**src/rtl/xc_malu_mul_iter_if.sv**
```systemverilog
// xc_malu_mul_iter_if: request/response handshake bundle for the iterative multiplier
interface xc_malu_mul_iter_if #(parameter int XLEN = 32);
  logic            in_valid;
  logic            in_ready;
  logic [2:0]      op;
  logic [XLEN-1:0] rs1;
  logic [XLEN-1:0] rs2;
  logic            out_valid;
  logic            out_ready;
  logic [XLEN-1:0] result;
  modport master (output in_valid, op, rs1, rs2, out_ready, input in_ready, out_valid, result);
  modport slave  (input in_valid, op, rs1, rs2, out_ready, output in_ready, out_valid, result);
endinterface

```
**src/rtl/xc_malu_mul_iter.sv**
```systemverilog
// xc_malu_mul_iter: constant-time shift-add multiplier, BPC rs2 bits per cycle; carry-less ops need XC_MALU_MUL_ITER_CLMUL_EN
module xc_malu_mul_iter #(
  parameter int XLEN = 32,
  parameter int BPC  = 1
) (
  input  logic              g_clk,
  input  logic              g_resetn,
  input  logic              flush,
  xc_malu_mul_iter_if.slave bus
);
  localparam int N  = XLEN / BPC;
  localparam int CW = $clog2(N + 1);
  typedef enum logic [1:0] {IDLE, BUSY, DONE} state_t;
  state_t state, state_n;
  logic [CW-1:0]     cnt;
  logic [2*XLEN-1:0] acc, acc_n;
  logic [2:0]        op_r;
  logic [XLEN-1:0]   rs1_r, rs2_r;
  logic              accept, last, hi_sel, rsv;
  // one radix-2 step: add (or subtract for signed rs2 MSB) into the XLEN+1-bit top, then shift right
  function automatic logic [2*XLEN-1:0] step(input logic [2*XLEN-1:0] a, input logic [XLEN-1:0] m,
                                             input logic [2:0] o, input logic b, input logic sub);
    logic          s;
    logic [XLEN:0] hi, pp, sm;
    s  = o == 3'b001 || o == 3'b010;
    hi = {s & a[2*XLEN-1], a[2*XLEN-1:XLEN]};
    pp = b ? {s & m[XLEN-1], m} : '0;
`ifdef XC_MALU_MUL_ITER_CLMUL_EN
    sm = o[2] ? hi ^ pp : sub ? hi - pp : hi + pp;
`else
    sm = sub ? hi - pp : hi + pp;
`endif
    return {sm, a[XLEN-1:1]};
  endfunction
  assign bus.in_ready  = state == IDLE && !flush;
  assign bus.out_valid = state == DONE;
  assign accept        = bus.in_valid && bus.in_ready;
  assign last          = cnt == CW'(N - 1);
  assign hi_sel        = op_r[2] ? op_r[0] : |op_r[1:0];
`ifdef XC_MALU_MUL_ITER_CLMUL_EN
  assign rsv = &op_r[2:1];
`else
  assign rsv = op_r[2];
`endif
  assign bus.result = rsv ? '0 : hi_sel ? acc[2*XLEN-1:XLEN] : acc[XLEN-1:0];
  always_comb begin
    acc_n = acc;
    for (int j = 0; j < BPC; j++)
      acc_n = step(acc_n, rs1_r, op_r, rs2_r[j], op_r == 3'b001 && last && j == BPC - 1);
  end
  always_comb begin
    state_n = flush ? IDLE
            : state == IDLE ? (bus.in_valid ? BUSY : IDLE)
            : state == BUSY ? (last ? DONE : BUSY)
            : (bus.out_ready ? IDLE : DONE);
  end
  always_ff @(posedge g_clk or negedge g_resetn)
    if (!g_resetn) state <= IDLE;
    else state <= state_n;
  always_ff @(posedge g_clk or negedge g_resetn)
    if (!g_resetn) begin
      cnt   <= '0;
      acc   <= '0;
      op_r  <= '0;
      rs1_r <= '0;
      rs2_r <= '0;
    end else if (accept) begin
      cnt   <= '0;
      acc   <= '0;
      op_r  <= bus.op;
      rs1_r <= bus.rs1;
      rs2_r <= bus.rs2;
    end else if (state == BUSY) begin
      cnt   <= cnt + 1'b1;
      acc   <= acc_n;
      rs2_r <= rs2_r >> BPC;
    end
endmodule

```
**src/flat_wrapper.sv**
```systemverilog
// flat-port wrapper written by rule: the top's interface ports become plain ports
module xc_malu_mul_iter_flat 
#(
  parameter int XLEN = 32,
  parameter int BPC  = 1
)
  (g_clk, g_resetn, flush, bus_in_valid, bus_op, bus_rs1, bus_rs2, bus_out_ready, bus_in_ready, bus_out_valid, bus_result);
  xc_malu_mul_iter_if #(.XLEN(XLEN)) bus_i ();
  input  logic g_clk;
  input  logic g_resetn;
  input  logic flush;
  input wire logic [$bits(bus_i.in_valid)-1:0] bus_in_valid;
  input wire logic [$bits(bus_i.op)-1:0] bus_op;
  input wire logic [$bits(bus_i.rs1)-1:0] bus_rs1;
  input wire logic [$bits(bus_i.rs2)-1:0] bus_rs2;
  input wire logic [$bits(bus_i.out_ready)-1:0] bus_out_ready;
  output wire logic [$bits(bus_i.in_ready)-1:0] bus_in_ready;
  output wire logic [$bits(bus_i.out_valid)-1:0] bus_out_valid;
  output wire logic [$bits(bus_i.result)-1:0] bus_result;
  assign bus_i.in_valid = bus_in_valid;
  assign bus_i.op = bus_op;
  assign bus_i.rs1 = bus_rs1;
  assign bus_i.rs2 = bus_rs2;
  assign bus_i.out_ready = bus_out_ready;
  assign bus_in_ready = bus_i.in_ready;
  assign bus_out_valid = bus_i.out_valid;
  assign bus_result = bus_i.result;
  xc_malu_mul_iter #(.XLEN(XLEN), .BPC(BPC)) u_core (.g_clk(g_clk), .g_resetn(g_resetn), .flush(flush), .bus(bus_i));
endmodule
```
**config.mk**
```make
export PLATFORM = sky130hd
export DESIGN_NAME = xc_malu_mul_iter_flat
export DESIGN_NICKNAME = d
export VERILOG_FILES = /design/src/rtl/xc_malu_mul_iter_if.sv /design/src/rtl/xc_malu_mul_iter.sv /design/src/flat_wrapper.sv
export SDC_FILE = /design/constraint.sdc
export NUM_CORES = 1
export LEC_CHECK = 0
export BUFFER_PORTS_ARGS = -buffer_cell sky130_fd_sc_hd__buf_4
export CAP_MARGIN = 25
export CORE_MARGIN = 8
export CORE_UTILIZATION = 52
export CTS_BUF_LIST = sky130_fd_sc_hd__clkbuf_16
export DETAILED_ROUTE_END_ITERATION = 12
export PLACE_DENSITY = 0.69
export SETUP_SLACK_MARGIN = 0.15
export SYNTH_ARGS = -nofsm -noshare
export SYNTH_HDL_FRONTEND = slang
export SYNTH_SLANG_ARGS = --single-unit
```
**constraint.sdc**
```tcl
create_clock -name g_clk -period 6 [get_ports g_clk]
set_clock_uncertainty 0.05 [all_clocks]
set_input_delay 0.9 -clock g_clk [delete_from_list [all_inputs] [get_ports g_clk]]
set_output_delay 0.9 -clock g_clk [all_outputs]
set_load 0.02 [all_outputs]
```
==> metrics.md <==
| Metric | Value |
|---|---|
| I/O Buffers | 105 |
| F_max | 201 MHz |
| Max Slew Vio Count | 0 |
| Crit path DAT | 5200 ps |
| Sequential element share of the synthesized area | 41.1% |
| Placed cell count | 1353 |
| Root buffer cell | clkbuf_16 |
| Vias in the first global route | 7017 |
| Setup violators final | 0 |
| Number of enable flip-flop cells after synthesis | 0 |
| Post-synthesis instance area | around 0.0085 sq mm |
| Pint | 2.84 mW |
| Critical Path Fanout Max | 6 |
| DIE HEIGHT | roughly 140 microns |
| Register bit total from synthesis | between 100 and 150 |
| # IOs | ~110 |
| Clock sinks | 139 |
| Number of buffers created by CTS | 17 |
| Psw | about 2.1 mW |
| Fin util | 62.7% |
| Post-Syn Instances | between 1000 and 1500 |
| Asr flop ratio synth | 100% |
| Largest net degree at the start of global routing | 94 |
| Reg area | 0.00348 sq mm |
| Max_slew headroom | 36.3% |
| Flop pwr share | 28.5% |
| Fin. Hold Viols | 0 |
| Drt drc | 0 |
| P&R area growth vs syn | 17.7% |
| Routed WL | 21.7 mm |
| Syn Nets | between 1000 and 1500 |
| Initial Util | 53.3% |
| Share of layout cells above drive strength 1 | 13.7% |
| Htree depth | 4 |
| Std cell rows | 46 |
| Max Cap Viol | 0 |
| Nets | 1263 |
| RSZ-0062 raised after global routing | false |
| Hold Path Class | flip-flop to flip-flop |
| Mean post-synth cell area | 7.79 sq um |
| Count of cell types in the netlist | 60 |
| Ys flop type | dfrtp_1 |
| CTS tree | yes |
| Leak Pwr | 4.68 nW |
| Total GRT Usage | 21.7% |
| CTS Buffer Depth | 2 |
| Initial drt markers | a little under 700 |
| WS Path Type | flip-flop to flip-flop |
| Crit path launch | u_core.rs1_r[8]$_DFFE_PN0P_ |
| Detailed-route vias per instance | 5.56 |
| Worst R2R Setup Slack | between 1000 and 1500 ps |
| Post-Route Setup TNS | 0 ps |
| Finished Layout Cells | 1384 |
| Critical Path End | u_core.acc[62]$_DFFE_PN0P_ |
| Logic gate share of total power | 50.4% |
| DIE AREA | just over 0.02 sq mm |
| Min Tclk post-route | 4980 ps |
| Post CTS Setup Buffer Count | 0 |
| WHS | 424 ps |
| Synth warn | 0 |
| Diode count | 0 |
| First-pass GRT wire length | between 30 and 40 mm |
| TritonRoute pass-1 iters | 5 |
| Clock group share of total power | 21.1% |
| GRT Residual Overflow | 0 |
| Critical path launch point type | flip-flop |
| Core area | 0.0159 sq mm |
| R2r startpoint | u_core.rs1_r[8]$_DFFE_PN0P_ |
| PostCTS Resize Cnt | 0 |
| Global placer's final weighted congestion | 0.863 |
| Data required, critical path | 6220 ps |
| Drt wl/cell | approximately 16 microns |
| Sw Share | a little over two fifths |
| # fillers | 1487 |
| Clock transition at path regs | 60 ps |
| Status | complete, no violations |
| Final HPWL DP | roughly 15 mm |
| Initial antenna violation count | 0 |
| RR Endpoint | u_core.acc[62]$_DFFE_PN0P_ |
| Reg2Reg Depth | 19 |
| Crit path capture type | flip-flop |
| Area of the multi-input gates | approximately 0.0047 sq mm |
| Antenna-violating nets left | 0 |
| Clock latency on the worst-skew pair | about 400 ps |
| Die W | 144 microns |
| Pwr Density | slightly below 500 mW/mm^2 |
| Via count | 7695 |
| Final worst path period share | 83.0% |
| Pin slew with the least headroom to its limit | 956 ps |
| Cts hold-fix bufs | 0 |
| Max IR drop VDD | 0.000284 V |
[cell type report]
type                            count  area share (%)
Multi-Input combinational cell    868            47.2
Sequential cell                   139            34.9
Timing Repair Buffer              116            8.78
Clock buffer                       17            4.27
Tap cell                          216            2.71
Clock inverter                     14            1.57
Inverter                           14           0.527
[Yosys cell counts (9+ instances only)]
| master | count | share of area [%] |
|---|---|---|
| dfrtp_1 | 139 | 41 |
| buf_1 | 9 | 0.40 |
| nor2_1 | 41 | 1.8 |
| clkbuf_1 | 54 | 2.4 |
| a21oi_1 | 111 | 6.6 |
| inv_1 | 14 | 0.62 |
| xor2_1 | 21 | 2.2 |
| nor3_1 | 9 | 0.53 |
| o21ai_1 | 12 | 0.71 |
| o21ai_0 | 62 | 3.7 |
| a22oi_1 | 32 | 2.8 |
| nand2_1 | 353 | 16 |
| o21bai_1 | 9 | 0.80 |
| ha_1 | 34 | 5.0 |
| or3_1 | 9 | 0.67 |
| nand3_1 | 45 | 2.7 |
| xnor2_1 | 24 | 2.5 |
| a21o_1 | 9 | 0.80 |
[registers in the layout (all words and copies together) (netlist names)]
| register | count |
|---|---|
| u_core.rs1_r | 32 |
| u_core.rs2_r | 32 |
| u_core.op_r | 3 |
| u_core.acc | 64 |
| u_core.cnt | 6 |
| u_core.state | 2 |
[worst max-delay path: stages, from the launching register on]
cell and delay (ps):
dfrtp_1 410, or4_4 570, or4_4 480, nor3_4 160, nand3b_2 110, a21boi_2 230, nor2_1 150, nor2_1 210
a31oi_1 70, o21ai_1 130, ha_1 310, a21oi_1 140, and3b_1 190, o311a_1 310, o311a_1 370, o21ai_1 360
o221a_2 280, o21ai_1 80, xnor2_1 150, o21ai_1 70
[cell families (layout without fill, tap and decap cells)]
family | Yosys count | after routing | synth area share (%)
and+or+nand+nor | 504 | 504 | 25.3
AOI/OAI and AO/OA | 283 | 283 | 20.0
DFF | 139 | 139 | 41.1
buffers and inverters | 79 | 161 | 3.53
xor gates and xnor gates | 46 | 46 | 4.85
adders and majority gates | 35 | 35 | 5.26
[power groups by stage]
stage | registers, mW | logic, mW | clock network [mW]
after detailed placement | 1.41 | 2.46 | 0
final | 1.40 | 2.48 | 1.04
after floorplan | 1.33 | 1.90 | 0
after global routing | 1.43 | 2.79 | 1.10
after global placement | 1.41 | 2.44 | 0
after CTS | 1.40 | 2.48 | 1.06
[cells in the final DEF (no fill, tap or decap), types with 9 or more instances in the layout]
cell type and count:
a21o_1 9, a21oi_1 110, a22oi_1 32, buf_4 115
clkbuf_16 17, dfrtp_1 139, ha_1 34, inv_1 16
nand2_1 352, nand3_1 45, nor2_1 40, nor3_1 9
o21ai_0 62, o21ai_1 12, o21bai_1 9, or3_1 9
xnor2_1 24, xor2_1 21
[per-stage QoR]
| step | power, mW | instance area [sq um] | worst slack (ps) |
|---|---|---|---|
| floorplan | 3.23 | 8460 | 1180 |
| global placement | 3.85 | 9380 | 1130 |
| detailed placement | 3.87 | 9380 | 1050 |
| CTS | 4.94 | 9960 | 1000 |
| global route | 5.33 | 9960 | 690 |
| finish | 4.93 | 9960 | 1020 |
[worst min-delay path by stage]
stage,start,to,slack [ps],cells after the start
after global placement,u_core.rs2_r[25]$_DFFE_PN0P_,u_core.rs2_r[25]$_DFFE_PN0P_,410,2
final,u_core.rs2_r[12]$_DFFE_PN0P_,u_core.rs2_r[12]$_DFFE_PN0P_,420,2
after CTS,u_core.rs2_r[12]$_DFFE_PN0P_,u_core.rs2_r[12]$_DFFE_PN0P_,430,2
after global routing,u_core.rs2_r[22]$_DFFE_PN0P_,u_core.rs2_r[22]$_DFFE_PN0P_,450,2
after detailed placement,u_core.rs2_r[12]$_DFFE_PN0P_,u_core.rs2_r[12]$_DFFE_PN0P_,410,2
after floorplan,u_core.rs2_r[10]$_DFFE_PN0P_,u_core.rs2_r[10]$_DFFE_PN0P_,400,2
[routing by layer]
| layer | global-route usage (%) | wire length [microns] | vias up |
|---|---|---|---|
| met5 | 0 | 0 | - |
| met4 | 4.48 | 139 | 0 |
| li1 | - | - | 3902 |
| met3 | 4.74 | 1180 | 8 |
| met1 | 32.5 | 11000 | 3592 |
| met2 | 31.4 | 9360 | 193 |
Power figures use the tool's default switching activity.
